$ cat config.mk
export PLATFORM = sky130hd
export DESIGN_NAME = cmd_monitor
export DESIGN_NICKNAME = d
export VERILOG_FILES = /design/src/rtl/cmd_monitor.sv
export SDC_FILE = /design/constraint.sdc
export NUM_CORES = 1
export LEC_CHECK = 0
export BUFFER_PORTS_ARGS = -buffer_cell sky130_fd_sc_hd__buf_4
export CAP_MARGIN = 20
export CORE_MARGIN = 2
export CORE_UTILIZATION = 24
export CTS_CLUSTER_SIZE = 24
export DETAILED_ROUTE_END_ITERATION = 16
export GPL_ROUTABILITY_DRIVEN = 0
export PLACE_DENSITY = 0.48
export SYNTH_ARGS = -nofsm -noshare
export SYNTH_HDL_FRONTEND = slang
export SYNTH_SLANG_ARGS = --single-unit
$ cat constraint.sdc
create_clock -name CLK -period 5 [get_ports CLK]
set_input_delay 0.5 -clock CLK [delete_from_list [all_inputs] [get_ports CLK]]
set_output_delay 0.5 -clock CLK [all_outputs]
set_load 0.005 [all_outputs]
$ cat src/rtl/cmd_monitor.sv
// Host monitor command interpreter: ping / memory write / memory read over a byte FIFO and UART.
// Optional CMD_MONITOR_CHECKSUM_EN appends an XOR checksum byte to every read response.
module cmd_monitor #(
    parameter int unsigned ADDR_WIDTH     = 16,
    parameter int unsigned TIMEOUT_CYCLES = 1200000
) (
    input  logic                  CLK,
    input  logic                  reset,
    input  logic [7:0]            fifo_data_out,
    input  logic                  fifo_empty,
    output logic                  fifo_read,
    output logic [7:0]            tx_byte,
    output logic                  transmit,
    input  logic                  is_transmitting,
    output logic [ADDR_WIDTH-1:0] mem_addr,
    output logic [7:0]            mem_wdata,
    output logic                  mem_write,
    input  logic [7:0]            mem_rdata,
    output logic                  busy
);

    localparam int unsigned TW = $clog2(TIMEOUT_CYCLES + 1);
    localparam logic [TW-1:0] TMO_LAST = TW'(TIMEOUT_CYCLES - 1);

    typedef enum logic [3:0] {
        IDLE,
        GET_A1,
        GET_A0,
        GET_ARG,
        WRITE,
        RD_ADDR,
        RD_DATA,
        SEND,
        SEND_WAIT
`ifdef CMD_MONITOR_CHECKSUM_EN
        , SEND_CSUM
`endif
    } state_t;

    state_t                state_q;
    logic                  fifo_read_q;
    logic                  transmit_q;
    logic [7:0]            tx_byte_q;
    logic [ADDR_WIDTH-1:0] mem_addr_q;
    logic [7:0]            mem_wdata_q;
    logic                  mem_write_q;
    logic                  busy_q;
    logic [TW-1:0]         tmo_q;
    logic [8:0]            cnt_q;
    logic [7:0]            a1_q;
    logic [7:0]            resp_q;
    logic                  rd_mode_q;
    logic [1:0]            tx_hold_q;
`ifdef CMD_MONITOR_CHECKSUM_EN
    logic [7:0]            csum_q;
`endif

    logic take;
    logic tx_ok;

    // The FIFO head is stale in the cycle fifo_read is high, so it is never sampled then.
    assign take  = !fifo_empty && !fifo_read_q;
    assign tx_ok = !is_transmitting && (tx_hold_q == 2'd0) && !fifo_read_q;

    always_ff @(posedge CLK) begin
        if (!reset) begin
            state_q     <= IDLE;
            fifo_read_q <= 1'b0;
            transmit_q  <= 1'b0;
            tx_byte_q   <= '0;
            mem_addr_q  <= '0;
            mem_wdata_q <= '0;
            mem_write_q <= 1'b0;
            busy_q      <= 1'b0;
            tmo_q       <= '0;
            cnt_q       <= '0;
            a1_q        <= '0;
            resp_q      <= '0;
            rd_mode_q   <= 1'b0;
            tx_hold_q   <= '0;
`ifdef CMD_MONITOR_CHECKSUM_EN
            csum_q      <= '0;
`endif
        end else begin
            fifo_read_q <= 1'b0;
            transmit_q  <= 1'b0;
            mem_write_q <= 1'b0;
            if (tx_hold_q != 2'd0) tx_hold_q <= tx_hold_q - 2'd1;

            case (state_q)
                IDLE: begin
                    if (take) begin
                        fifo_read_q <= 1'b1;
                        busy_q      <= 1'b1;
                        tmo_q       <= '0;
                        case (fifo_data_out)
                            8'h77: begin rd_mode_q <= 1'b0; state_q <= GET_A1; end
                            8'h72: begin rd_mode_q <= 1'b1; state_q <= GET_A1; end
                            8'h70: begin rd_mode_q <= 1'b0; resp_q <= 8'h70; state_q <= SEND; end
                            default: begin rd_mode_q <= 1'b0; resp_q <= 8'h3F; state_q <= SEND; end
                        endcase
                    end
                end

                GET_A1, GET_A0, GET_ARG: begin
                    if (take) begin
                        fifo_read_q <= 1'b1;
                        tmo_q       <= '0;
                        if (state_q == GET_A1) begin
                            a1_q    <= fifo_data_out;
                            state_q <= GET_A0;
                        end else if (state_q == GET_A0) begin
                            mem_addr_q <= ADDR_WIDTH'({a1_q, fifo_data_out});
                            state_q    <= GET_ARG;
                        end else if (rd_mode_q) begin
                            cnt_q   <= (fifo_data_out == 8'h00) ? 9'd256 : {1'b0, fifo_data_out};
`ifdef CMD_MONITOR_CHECKSUM_EN
                            csum_q  <= '0;
`endif
                            state_q <= RD_ADDR;
                        end else begin
                            mem_wdata_q <= fifo_data_out;
                            state_q     <= WRITE;
                        end
                    end else if (tmo_q == TMO_LAST) begin
                        state_q <= IDLE;
                        busy_q  <= 1'b0;
                        tmo_q   <= '0;
                    end else begin
                        tmo_q <= tmo_q + TW'(1);
                    end
                end

                WRITE: begin
                    mem_write_q <= 1'b1;
                    resp_q      <= 8'h6B;
                    state_q     <= SEND;
                end

                // mem_addr_q already holds the read address, so the RAM samples it this cycle.
                RD_ADDR: state_q <= RD_DATA;

                RD_DATA: begin
                    resp_q  <= mem_rdata;
`ifdef CMD_MONITOR_CHECKSUM_EN
                    csum_q  <= csum_q ^ mem_rdata;
`endif
                    state_q <= SEND;
                end

                SEND: begin
                    if (tx_ok) begin
                        transmit_q <= 1'b1;
                        tx_byte_q  <= resp_q;
                        tx_hold_q  <= 2'd2;
                        if (rd_mode_q) begin
                            state_q <= SEND_WAIT;
                        end else begin
                            state_q <= IDLE;
                            busy_q  <= 1'b0;
                        end
                    end
                end

                SEND_WAIT: begin
                    cnt_q <= cnt_q - 9'd1;
                    if (cnt_q == 9'd1) begin
`ifdef CMD_MONITOR_CHECKSUM_EN
                        state_q <= SEND_CSUM;
`else
                        state_q <= IDLE;
                        busy_q  <= 1'b0;
`endif
                    end else begin
                        mem_addr_q <= mem_addr_q + ADDR_WIDTH'(1);
                        state_q    <= RD_ADDR;
                    end
                end

`ifdef CMD_MONITOR_CHECKSUM_EN
                SEND_CSUM: begin
                    if (tx_ok) begin
                        transmit_q <= 1'b1;
                        tx_byte_q  <= csum_q;
                        tx_hold_q  <= 2'd2;
                        state_q    <= IDLE;
                        busy_q     <= 1'b0;
                    end
                end
`endif

                default: begin
                    state_q <= IDLE;
                    busy_q  <= 1'b0;
                end
            endcase
        end
    end

    assign fifo_read = fifo_read_q;
    assign transmit  = transmit_q;
    assign tx_byte   = tx_byte_q;
    assign mem_addr  = mem_addr_q;
    assign mem_wdata = mem_wdata_q;
    assign mem_write = mem_write_q;
    assign busy      = busy_q;

endmodule

# Yosys cells after proc, flatten, opt, wreduce, memory -nomap -nowiden
# Cells that the tools add are included.
[totals]
reg_bits = 89
[op_classes]
eq_ne = 27
n_mux = 43
addsub = 4
n_reduce_logical = 30
bitwise_logic = 4
[op_table]
columns = ["cell", "count"]
rows = [
  ["16-bit two-way mux", 4],
  ["21-bit two-way mux", 3],
  ["9-bit two-way mux", 5],
  ["21-bit case mux with 2 select lines", 1],
  ["16-bit case mux with 2 select lines", 1],
  ["2-bit inequality test (second input constant)", 13],
  ["8-bit by 7-bit == test with 1-bit output (second input constant)", 3],
  ["4-bit case mux with 6 select lines", 1],
  ["8-bit case mux with 3 select lines", 1],
  ["21-bit by 1-bit adder with 21-bit output (second input constant)", 1],
  ["21-bit == test (second input constant)", 1],
  ["4-bit two-way mux", 5],
  ["9-bit case mux with 2 select lines", 1],
  ["16-bit by 1-bit adder with 16-bit output (second input constant)", 1],
  ["4-bit by 3-bit == test with 1-bit output (second input constant)", 4],
  ["8-bit case mux with 2 select lines", 1],
  ["5-bit AND reduction", 3],
  ["3-bit two-way mux", 4],
  ["1-bit two-way mux", 11],
  ["2-bit AND reduction", 5],
  ["9-bit by 1-bit == test with 1-bit output (second input constant)", 1],
  ["3-bit AND reduction", 3],
  ["9-bit by 1-bit subtractor with 9-bit output (second input constant)", 1],
  ["4-bit by 2-bit == test with 1-bit output (second input constant)", 2],
  ["other kinds (19)", 32],
]

# Longest topological paths before layout
[logic_depth]
word_depth = 7
mapped_depth = 9
mapped_depth_nobuf = 7

# Worst setup path after synthesis
# Ideal clock, no wire load.
[synth_path]
path_kind = "register -> register"
from = "register state_q[3]"
to = "register mem_addr_q[9] (netlist: mem_addr[9])"
setup_slack_ns = 2.947
stages_incl_launch_ff = 10
required_ns = 4.867
t_arrival_ns = 1.921
setup_ns = 0.133
path_cell_list = "dfxtp_1 -> buf_2 -> or4b_1 -> buf_2 -> a41o_1 -> a21o_1 -> buf_6 -> buf_6 -> a21oi_1 -> o32ai_2"
[synth_via]
elab_chain_cells = 4
word_cells_on_any_way = 12
classes_between = "8 x eq/ne; 1 x mux; 3 x reduce/logical"
[synth_rtl]
columns = ["item", "line", "source"]
rows = [
  ["start: declaration", "40", "state_t state_q;"],
  ["start signal: assignment", "67", "state_q <= IDLE;"],
  ["start signal: assignment", "97", "8'h77: begin rd_mode_q <= 1'b0; state_q <= GET_A1; end"],
  ["start signal: assignment", "98", "8'h72: begin rd_mode_q <= 1'b1; state_q <= GET_A1; end"],
  ["4-bit by 1-bit == test with 1-bit output (tied with other cells)", "90, 109", ""],
  ["3-bit OR reduction", "90", "case (state_q)"],
  ["2-bit inequality test (no source line) or 2-bit nonzero test (tied branches)", "-", ""],
  ["5-bit AND reduction (no source line)", "-", ""],
  ["end signal: assignment", "113", "mem_addr_q <= ADDR_WIDTH'({a1_q, fifo_data_out});"],
  ["end signal: assignment", "175", "mem_addr_q <= mem_addr_q + ADDR_WIDTH'(1);"],
  ["end: declaration", "44", "logic [ADDR_WIDTH-1:0] mem_addr_q;"],
]
# Several ways; a longest one is shown, not always the timed one.
# A chain may end at the register's enable or synchronous reset.

# Worst setup path after layout
# Ends and elaborated chain as after synthesis.

==> results.py <==
metrics = {
    "status": {
        "status": "finished, final reports clean",
    },
    "grt": {
        "grtUsageTotal": 0.127,
        "antenna_found_initial": 0,
        "grt_max_degree": 37,
        "first_global_vias": 3892,
        "grt_pass1_wl_mm": 20.0,
        "grt_overflow": 0,
    },
    "logic_synthesis": {
        "yosysWarnings": 0,
        "synth_top_area_frac": 0.409,
        "syn-instance-count": 543,
        "ys_ff_latch": 89,
        "synthTopCellsByArea": "dfxtp_1 41%, nor2_1 5.8%, nand2_1 5.6%",
        "synth.distinct_cells": 61,
        "synth_ff_type": "dfxtp_1",
        "synth_edf_count": 0,
        "syn-mean-instance-area_sq_um": 8.02,
        "synth_fp_nets": 567,
        "synth_area_sq_um": 4360,
        "async_flop_share": 0,
        "seq_area_frac_synth": 0.409,
        "synth_top_cell_by_area": "dfxtp_1",
    },
    "cells_and_area": {
        "area_growth_pct": 20.5,
        "utilization": 0.293,
        "final_common_cell": "dfxtp_1",
        "final_cell_mix": "89 x dfxtp_1, 67 x nor2_1, 65 x nand2_1",
        "multi_input_area_sq_um": 2400,
        "antennaDiodeCount": 0,
        "seq_area_sq_um": 1780,
        "nets": 608,
        "final_cell_count_no_fill": 817,
        "nFillCells": 1937,
        "drive_above_1_share": 0.155,
        "final_area_sq_um": 5250,
    },
    "worst_setup_path": {
        "crit_fanout": 36,
        "r2r_slack_ns": 2.34,
        "crit_end": "mem_addr[9]",
        "critPathKind": "flip-flop to flip-flop",
        "crit_path_start": "state_q[3]",
        "end_kind": "flip-flop",
        "r2r_cells": 6,
        "start_kind": "flip-flop",
        "worstReg2RegStart": "state_q[3]",
        "reg2reg_to": "mem_addr[9]",
        "required_ns": 5.22,
        "arrival_ns": 2.88,
    },
    "timing": {
        "tightestPinTransition_ns": 0.908,
        "setup_viol_count_final": 0,
        "fin_skew_ns": 0.0102,
        "worst_slack_ns": 2.34,
        "rsz0062_at_grt": "false",
        "min_period_over_period": 0.531,
        "max-slew-margin-rel": 0.395,
        "layout_min_cycle_time_ns": 2.66,
        "fin_tns_setup_ns": 0,
        "slew_violations": 0,
        "max_freq_mhz": 377,
        "hold_viol": 0,
        "hold_ws_ns": 0.422,
    },
    "routing": {
        "via_per_inst": 4.93,
        "wl_per_cell_microns": 14.8,
        "num_vias": 4031,
        "drtAntennaViolNets": 0,
        "drtIter0Drc": 245,
        "first_pass_iters": 5,
        "drcViolationCount": 0,
        "drt-total-wl_mm": 12.1,
    },
    "pwr": {
        "p_leak_nw": 1.90,
        "finalPower_mw": 2.07,
        "peakVddDrop_v": 0.000183,
        "powerDensity_nw_per_um2": 395,
    },
    "place": {
        "dp_slack_ns": 2.36,
        "place_hpwl_mm": 8.34,
        "dp_cells": 802,
        "place_area_sq_um": 4980,
        "port_buffers": 55,
    },
    "clock_tree": {
        "clk_path_buf_depth": 2,
        "cts.clk_slew.worst_paths_ns": 0.07,
        "cts.sink_count": 89,
        "cts_tree": "built",
        "cts-hold-fix-buffers": 0,
        "h-tree-depth": 3,
        "ctsResizeCount": 0,
        "clk_latency_ns": 0.35,
        "cts_buffers": 9,
        "clockRootBuffer": "clkbuf_16",
        "cts_setup_buffers": 0,
    },
    "die": {
        "core_area_sq_um": 17900,
        "dieArea_sq_um": 19200,
        "die_w_microns": 139,
        "rows": 49,
        "ios": 56,
        "die_y_microns": 139,
        "initial_utilization": 0.243,
    },
    "hold_path": {
        "hold_class": "input port to flip-flop",
    },
    "job": {
        "cap_violations": 0,
    },
}
[area by class of cell]
class / count / share of cell area
Multi-Input combinational cell: 410 / 0.457
Sequential cell: 89 / 0.339
Timing Repair Buffer: 63 / 0.0901
Tap cell: 229 / 0.0546
Clock buffer: 10 / 0.0455
Inverter: 11 / 0.00786
Clock inverter: 5 / 0.00596
[synth_stat cells, types with 3 or more instances]
cell	number
o21a_1	3
clkbuf_1	23
buf_2	7
nor3_1	14
mux2i_1	19
nor2_1	67
xnor2_1	13
nand4_1	6
nand3_1	32
o211ai_1	6
a22oi_1	3
nor4b_1	4
or3_1	6
a311oi_1	4
nand2_1	65
ha_1	4
o21ai_0	23
a32oi_1	3
a21o_1	4
and3_1	12
a211oi_1	3
a21oi_1	47
dfxtp_1	89
inv_1	10
nand4b_1	3
a31oi_1	3
nand3b_1	3
nor4_1	13
or4_1	4
or2_2	5
o31ai_1	3
[layer usage]
| metal | wire length (microns) | vias up | GRT usage |
|---|---|---|---|
| met5 | 0 | - | 0 |
| met4 | 126 | 0 | 0.0372 |
| met2 | 5540 | 87 | 0.207 |
| met3 | 618 | 12 | 0.0352 |
| met1 | 5780 | 1890 | 0.164 |
| li1 | - | 2042 | - |
[worst min-delay path by stage]
stage,from,endpoint,slack (ns),depth (start not counted)
2_1_floorplan,tx_hold_q[0],tx_hold_q[0],0.41,1
3_3_place_gp,tx_hold_q[0],tx_hold_q[0],0.43,1
3_5_place_dp,tx_hold_q[0],tx_hold_q[0],0.44,1
4_1_cts,mem_rdata[7],resp_q[7],0.41,3
5_1_grt,mem_rdata[7],resp_q[7],0.42,3
6_report,mem_rdata[7],resp_q[7],0.42,3
[critical path, stage by stage (launching register included)]
cell and delay (ns):
dfxtp_1 0.65, or4b_1 0.49, buf_4 0.26, a41o_1 0.34, a21o_1 0.42, a21oi_1 0.25
o32ai_2 0.10
[kinds of logic (layout without fill, tap and decap cells)]
| family | Yosys count | in the layout | share of synthesized area |
|---|---|---|---|
| muxes | 19 | 19 | 0.0437 |
| adders and majority gates | 4 | 4 | 0.0115 |
| and+or+nand+nor | 246 | 246 | 0.274 |
| AOI/OAI and AO/OA | 127 | 127 | 0.190 |
| xor gates and xnor gates | 14 | 14 | 0.0281 |
| buffers and inverters | 44 | 89 | 0.0434 |
| DFF | 89 | 89 | 0.409 |
[flip-flops by register name, indices dropped and copies added (netlist names)]
| register | count |
|---|---|
| tmo_q | 21 |
| state_q | 4 |
| rd_mode_q | 1 |
| busy | 1 |
| transmit | 1 |
| mem_wdata | 8 |
| mem_write | 1 |
| resp_q | 8 |
| a1_q | 8 |
| tx_hold_q | 2 |
| mem_addr | 16 |
| fifo_read | 1 |
| cnt_q | 9 |
| tx_byte | 8 |
[power by group]
part	switching, mW	total [mW]	leakage (nW)	internal, mW
Sequential	0.100	0.890	0.721	0.790
Combinational	0.334	0.548	1.04	0.214
Clock	0.287	0.634	0.135	0.347
Power figures use the tool's default switching activity.
